[src/rtl/xadc_scan_pkg.sv]
// Shared encodings and constants for the XADC auxiliary-channel scan scheduler.
package xadc_scan_pkg;

  localparam logic [2:0] ST_IDLE   = 3'd0;
  localparam logic [2:0] ST_ARM    = 3'd1;
  localparam logic [2:0] ST_REQ    = 3'd2;
  localparam logic [2:0] ST_WAIT   = 3'd3;
  localparam logic [2:0] ST_NEXT   = 3'd4;
  localparam logic [2:0] ST_FINISH = 3'd5;

  localparam logic [6:0] DRP_VAUX0_ADDR = 7'h10;
  localparam int         XADC_DATA_LSB  = 4;
  localparam int         DEF_TIMEOUT    = 64;

endpackage

[src/rtl/xadc_scan_argmax.sv]
// Combinational argmax over the masked channel samples; lowest index wins ties.
// Zero latency; no flow control.
module xadc_scan_argmax #(
  parameter int NUM_CH = 4,
  parameter int CH_W   = 2,
  parameter int DATA_W = 12
) (
  input  logic [NUM_CH*DATA_W-1:0] samples,
  input  logic [NUM_CH-1:0]        mask,
  output logic [CH_W-1:0]          idx
);

  logic [DATA_W-1:0] best;
  logic              found;

  // Strict greater-than keeps the earlier (lower) index on equal samples.
  always_comb begin
    idx   = '0;
    best  = '0;
    found = 1'b0;
    for (int n = 0; n < NUM_CH; n++) begin
      if (mask[n] && (!found || samples[n*DATA_W +: DATA_W] > best)) begin
        found = 1'b1;
        best  = samples[n*DATA_W +: DATA_W];
        idx   = CH_W'(n);
      end
    end
  end

endmodule

[src/rtl/xadc_scan_scheduler.sv]
// Scans enabled VAUX channels over the XADC DRP and publishes samples/spikes/winner at once.
// Latency 3k+1 cycles from eoc for k channels with immediate drdy; a missing drdy is abandoned after TIMEOUT.
module xadc_scan_scheduler
  import xadc_scan_pkg::*;
#(
  parameter int         NUM_CH   = 4,
  parameter int         CH_W     = (NUM_CH > 1) ? $clog2(NUM_CH) : 1,
  parameter logic [6:0] DRP_BASE = DRP_VAUX0_ADDR,
  parameter int         DATA_W   = 12,
  parameter int         TIMEOUT  = DEF_TIMEOUT
) (
  input  logic                     S_AXI_ACLK,
  input  logic                     rst,
  input  logic                     enable,
  input  logic [NUM_CH-1:0]        ch_mask,
  input  logic [DATA_W-1:0]        threshold,
  input  logic [15:0]              period,
  input  logic                     err_clr,
  input  logic                     xadc_eoc,
  output logic                     drp_den,
  output logic                     drp_dwe,
  output logic [6:0]               drp_daddr,
  input  logic                     drp_drdy,
  input  logic [15:0]              drp_do,
  output logic [NUM_CH*DATA_W-1:0] samples,
  output logic [NUM_CH-1:0]        spikes,
  output logic [CH_W-1:0]          winner,
  output logic                     scan_done,
  output logic                     busy,
  output logic                     timeout_err
);

  localparam int TO_W = $clog2(TIMEOUT + 1);

  logic [2:0]               state;
  logic [NUM_CH-1:0]        mask_q;
  logic [CH_W-1:0]          ch_q;
  logic [15:0]              pcnt;
  logic [TO_W-1:0]          wcnt;
  logic [NUM_CH*DATA_W-1:0] shadow;

  logic [CH_W-1:0]          first_ch;
  logic [CH_W-1:0]          next_ch;
  logic                     has_next;
  logic [CH_W-1:0]          argmax_idx;
  logic [NUM_CH-1:0]        spikes_nxt;
  logic                     to_hit;
  logic                     unused_lsbs;

  assign unused_lsbs = ^drp_do[XADC_DATA_LSB-1:0];

  assign drp_den = (state == ST_REQ);
  assign drp_dwe = 1'b0;
  assign busy    = (state != ST_IDLE);

  // Descending walk so the lowest qualifying channel is the one left standing.
  always_comb begin
    first_ch = '0;
    next_ch  = '0;
    has_next = 1'b0;
    for (int n = NUM_CH - 1; n >= 0; n--) begin
      if (mask_q[n]) begin
        first_ch = CH_W'(n);
      end
      if (mask_q[n] && (n > int'(ch_q))) begin
        has_next = 1'b1;
        next_ch  = CH_W'(n);
      end
    end
  end

  always_comb begin
    spikes_nxt = '0;
    for (int n = 0; n < NUM_CH; n++) begin
      spikes_nxt[n] = mask_q[n] && (shadow[n*DATA_W +: DATA_W] >= threshold);
    end
  end

  // A drdy on the final wait cycle is data, so it suppresses the timeout.
  assign to_hit = (state == ST_WAIT) && !drp_drdy && (wcnt == TO_W'(TIMEOUT - 1));

  xadc_scan_argmax #(
    .NUM_CH (NUM_CH),
    .CH_W   (CH_W),
    .DATA_W (DATA_W)
  ) u_argmax (
    .samples (shadow),
    .mask    (mask_q),
    .idx     (argmax_idx)
  );

  always_ff @(posedge S_AXI_ACLK) begin
    if (rst) begin
      state       <= ST_IDLE;
      mask_q      <= '0;
      ch_q        <= '0;
      pcnt        <= '0;
      wcnt        <= '0;
      shadow      <= '0;
      drp_daddr   <= '0;
      samples     <= '0;
      spikes      <= '0;
      winner      <= '0;
      scan_done   <= 1'b0;
      timeout_err <= 1'b0;
    end else begin
      scan_done <= 1'b0;

      if (to_hit) begin
        timeout_err <= 1'b1;
      end else if (err_clr) begin
        timeout_err <= 1'b0;
      end

      case (state)
        ST_IDLE: begin
          if (pcnt < period) begin
            pcnt <= pcnt + 16'd1;
          end
          if (enable && (pcnt >= period) && (|ch_mask)) begin
            mask_q <= ch_mask;
            pcnt   <= '0;
            state  <= ST_ARM;
          end
        end
        ST_ARM: begin
          if (xadc_eoc) begin
            ch_q      <= first_ch;
            drp_daddr <= DRP_BASE + 7'(first_ch);
            state     <= ST_REQ;
          end
        end
        ST_REQ: begin
          wcnt  <= '0;
          state <= ST_WAIT;
        end
        ST_WAIT: begin
          if (drp_drdy) begin
            shadow[int'(ch_q)*DATA_W +: DATA_W] <= drp_do[XADC_DATA_LSB +: DATA_W];
            state <= ST_NEXT;
          end else if (to_hit) begin
            state <= ST_NEXT;
          end else begin
            wcnt <= wcnt + TO_W'(1);
          end
        end
        ST_NEXT: begin
          if (has_next) begin
            ch_q      <= next_ch;
            drp_daddr <= DRP_BASE + 7'(next_ch);
            state     <= ST_REQ;
          end else begin
            state <= ST_FINISH;
          end
        end
        ST_FINISH: begin
          samples   <= shadow;
          spikes    <= spikes_nxt;
          winner    <= argmax_idx;
          scan_done <= 1'b1;
          state     <= ST_IDLE;
        end
        default: begin
          state <= ST_IDLE;
        end
      endcase
    end
  end

endmodule

[config.mk]
export PLATFORM = sky130hd
export DESIGN_NAME = xadc_scan_scheduler
export DESIGN_NICKNAME = d
export VERILOG_FILES = /design/src/rtl/xadc_scan_pkg.sv /design/src/rtl/xadc_scan_argmax.sv /design/src/rtl/xadc_scan_scheduler.sv
export SDC_FILE = /design/constraint.sdc
export NUM_CORES = 1
export LEC_CHECK = 0
export CELL_PAD_IN_SITES_DETAIL_PLACEMENT = 2
export CELL_PAD_IN_SITES_GLOBAL_PLACEMENT = 2
export CORE_MARGIN = 2
export CORE_UTILIZATION = 33
export DETAILED_ROUTE_END_ITERATION = 16
export GPL_TIMING_DRIVEN = 1
export PLACE_DENSITY = 0.93
export SYNTH_ARGS = -nofsm -noshare
export SYNTH_HDL_FRONTEND = slang
export SYNTH_SLANG_ARGS = --single-unit
[constraint.sdc]
create_clock -name S_AXI_ACLK -period 7.1 [get_ports S_AXI_ACLK]
set_clock_uncertainty 0.05 [all_clocks]
set_input_delay 2.13 -clock S_AXI_ACLK [delete_from_list [all_inputs] [get_ports S_AXI_ACLK]]
set_output_delay 2.13 -clock S_AXI_ACLK [all_outputs]
set_load 0.03 [all_outputs]
==> flow_summary.yaml <==
synth:
  synth.avg_cell_area_um2: 8.09
  synth_seq_cells: 137
  ys.warnings.count: 0
  async_flop_share_pct: 0
  synth_ff_type: "sky130_fd_sc_hd__dfxtp_1"
  synth_area_um2: 8310
  postSynthCellCount: 1027
  number_of_flops_mapped_to_enable_cells_by_yosys: 0
  synth-seq-area-share_pct: 33.0
  netlist-cell-type-count: 57
global_route:
  globalRoute.totalOverflow: 0
  grt.total_usage_pct: 27.6
  grt_start_max_net_pins: 92
  global_route_wire_length_before_repair_um: 55600
  first_global_vias: 9347
  grt_antenna_before_repair: 0
setup_path:
  worstSetupPathType: "reg2reg"
  crit_path_end: "winner[1]$_SDFFE_PP0P_"
  cp_data_required_time_ns: 7.33
  r2r_end: "winner[1]$_SDFFE_PP0P_"
  critical_path_arrival_ns: 7.16
  setup.worst_path.start_class: "flip-flop"
  crit_path_start: "mask_q[0]$_SDFFE_PP0P_"
  worst_setup_path_end_kind: "flip-flop"
  reg2reg_from: "mask_q[0]$_SDFFE_PP0P_"
  timing.reg2reg.worst_path_depth: 21
  setup.reg_to_reg.worst_slack_ns: 0.17
  timing.critical_path.fanout_max: 19
pwr:
  power.density_cell_area_nw_per_um2: 207
  total_leakage_power_nw: 4.00
  power_mw: 2.13
  peakVddDrop_uv: 124
timing:
  setup_repair_after_global_routing_missed_its_margin: "false"
  max_slew_margin_pct: 22.8
  fmax_mhz: 144
  worst_hold_slack_ns: 0.406
  report.final.hold_viol_count: 0
  timing.final.crit_period_ns: 6.93
  finalSetupViolCount: 0
  timing_worst_slew_pin_value_ns: 1.16
  finalSetupTns_ns: 0
  maxSlewViolCount: 0
  layout_worst_path_cycle_share_pct: 97.7
worst_hold_path:
  holdCritPathClass: "reg2reg"
job:
  maxCapViolations: 0
layout:
  final_layout_size_suffix_gt1_share_pct: 6.04
  layout.nets: 1275
  final_cells: 1455
  fin_util_pct: 41.1
  diodes: 0
  layout.cells.most_common: "sky130_fd_sc_hd__nand2_1"
  commonest_cells_after_routing_fill_and_taps_aside: "sky130_fd_sc_hd__nand2_1, sky130_fd_sc_hd__dfxtp_1, sky130_fd_sc_hd__ha_1, sky130_fd_sc_hd__clkdlybuf4s50_1, sky130_fd_sc_hd__a21oi_1"
  area_delta_synth_final_pct: 23.6
drt:
  route.vias.total: 8439
  initialDrtViolationCount: 657
  ant_nets: 0
  routedWlPerCell_um: 24.8
  via_per_inst: 5.80
  route.detailed.drc: 0
  totalWireLength_um: 36100
  first_pass_iters: 5
cts:
  tritoncts.num_buffers: 17
  cts_root_buf: "sky130_fd_sc_hd__clkbuf_16"
  cts.reportedPaths.clkPinSlew_ns: 0.06
  tritoncts_clock_tree: "yes"
  clock_insertion_delay_worst_skew_ns: 0.45
  cts_max_path_buffers: 2
  clkSinkCount: 137
  clock_tree.htree_level_count: 4
  cts.hold.buffers_added: 0
floorplan:
  die_area_um2: 26500
  core_area_um2: 25000
  chipHeight_um: 163
  die_width_um: 163
  initial_utilization_pct: 33.3
  core.rowCount: 58
  ios: 120
placed_design:
  port-buffer-count: 110
  place.detailed.instances: 1423
  place.gp.congestion: 0.852
  dp_hpwl_um: 24900
outcome:
  status: "complete, no violations"
-- cell usage after synthesis (6+ instances only) --
| master | n | area, µm² |
|---|---|---|
| sky130_fd_sc_hd__a22oi_1 | 48 | 360 |
| sky130_fd_sc_hd__or3_1 | 6 | 37.5 |
| sky130_fd_sc_hd__ha_1 | 109 | 1360 |
| sky130_fd_sc_hd__mux2_2 | 12 | 135 |
| sky130_fd_sc_hd__a21oi_1 | 108 | 541 |
| sky130_fd_sc_hd__nor2_1 | 106 | 398 |
| sky130_fd_sc_hd__inv_1 | 50 | 188 |
| sky130_fd_sc_hd__xnor2_1 | 10 | 87.6 |
| sky130_fd_sc_hd__nand2_1 | 146 | 548 |
| sky130_fd_sc_hd__nor2b_1 | 22 | 138 |
| sky130_fd_sc_hd__o21ai_0 | 17 | 85.1 |
| sky130_fd_sc_hd__nor4_1 | 9 | 56.3 |
| sky130_fd_sc_hd__and3_1 | 14 | 87.6 |
| sky130_fd_sc_hd__nand3_1 | 20 | 100 |
| sky130_fd_sc_hd__nand2b_1 | 15 | 93.8 |
| sky130_fd_sc_hd__a21o_1 | 20 | 150 |
| sky130_fd_sc_hd__o21a_1 | 6 | 45.0 |
| sky130_fd_sc_hd__o211ai_1 | 7 | 52.6 |
| sky130_fd_sc_hd__mux2i_1 | 13 | 130 |
| sky130_fd_sc_hd__clkbuf_1 | 39 | 146 |
| sky130_fd_sc_hd__nand4_1 | 15 | 93.8 |
| sky130_fd_sc_hd__nor3_1 | 17 | 85.1 |
| sky130_fd_sc_hd__dfxtp_1 | 137 | 2740 |
-- layout make-up --
class                   instances  area [µm²]
clock inverters                15         191
flip-flops and latches        137        2740
inverters                      50         188
well taps                     330         413
fillers                      2750       14700
repair buffers                116        1140
multi-input cells             790        5160
clock buffers                  17         425
-- registers in the layout (all words and copies together), names as in the netlist, 3 cells and up --
signal	count
mask_q	4
samples	48
pcnt	16
state	3
shadow	48
wcnt	7
spikes	4
-- cells by family after synthesis --
family	count (synthesis)	synth area share [%]
xor gates and xnor gates	13	1.37
adders and majority gates	109	16.4
DFF	137	33.0
and+or+nand+nor	389	21.6
AOI/OAI and AO/OA	249	19.2
buffers and inverters	104	5.18
other	1	0.0451
muxes	25	3.19
-- critical path, stage by stage, from the launching register on --
cell                       delay [ns]
sky130_fd_sc_hd__dfxtp_2         0.62
sky130_fd_sc_hd__nand2_1         0.15
sky130_fd_sc_hd__ha_1            0.33
sky130_fd_sc_hd__nor2b_1         0.16
sky130_fd_sc_hd__o211ai_1        0.24
sky130_fd_sc_hd__a211oi_1        0.14
sky130_fd_sc_hd__o41ai_1         0.69
sky130_fd_sc_hd__o21a_1          0.53
sky130_fd_sc_hd__a22oi_1         0.26
sky130_fd_sc_hd__ha_1            0.40
sky130_fd_sc_hd__nand4_1         0.22
sky130_fd_sc_hd__a211o_1         0.30
sky130_fd_sc_hd__o2111a_1        0.13
sky130_fd_sc_hd__nor3_1          0.34
sky130_fd_sc_hd__buf_4           0.27
sky130_fd_sc_hd__mux2_2          0.39
sky130_fd_sc_hd__ha_1            0.33
sky130_fd_sc_hd__nand4_1         0.17
sky130_fd_sc_hd__o41ai_1         0.44
sky130_fd_sc_hd__nand2_1         0.17
sky130_fd_sc_hd__a21oi_1         0.34
sky130_fd_sc_hd__nor3_1          0.09
-- how the worst min path moves through the flow --
stage / start / endpoint / cells after the start
after floorplan: shadow[36]$_SDFFE_PP0P_ / samples[36]$_SDFFE_PP0P_ / 2
after global placement: samples[43]$_SDFFE_PP0P_ / samples[43]$_SDFFE_PP0P_ / 2
after detailed placement: samples[27]$_SDFFE_PP0P_ / samples[27]$_SDFFE_PP0P_ / 2
after CTS: samples[27]$_SDFFE_PP0P_ / samples[27]$_SDFFE_PP0P_ / 2
after global routing: samples[27]$_SDFFE_PP0P_ / samples[27]$_SDFFE_PP0P_ / 2
final: samples[27]$_SDFFE_PP0P_ / samples[27]$_SDFFE_PP0P_ / 2
-- metrics by stage --
| stage | cell area [µm²] | setup WS (ns) |
|---|---|---|
| final | 10300 | 0.166 |
| after global routing | 10300 | 0.0810 |
| after CTS | 10300 | 0.0728 |
| after detailed placement | 9640 | 0.270 |
| after global placement | 9640 | 1.05 |
| after floorplan | 8330 | 1.67 |
-- what timing repair did --
item                                    in CTS  in global routing
endpoints found under the setup margin       1                  2
buffers inserted                             0                  0
resized for setup                            1                  1
-- report_power, final --
group	internal [mW]	leakage, nW	total (mW)	switching [mW]
registers	0.784	1.10	0.816	0.0318
logic	0.134	2.61	0.352	0.218
clock network	0.560	0.285	0.959	0.400
total	1.48	4.00	2.13	0.650
-- layer usage --
layer	vias up	GRT usage [%]	part of all wire (%)
met2	320	48.6	50
li1	3804	-	-
met4	0	13.6	4.5
met3	116	5.76	5.7
met5	-	0	0
met1	4199	31.8	40
(Power assumes the default switching activity.)
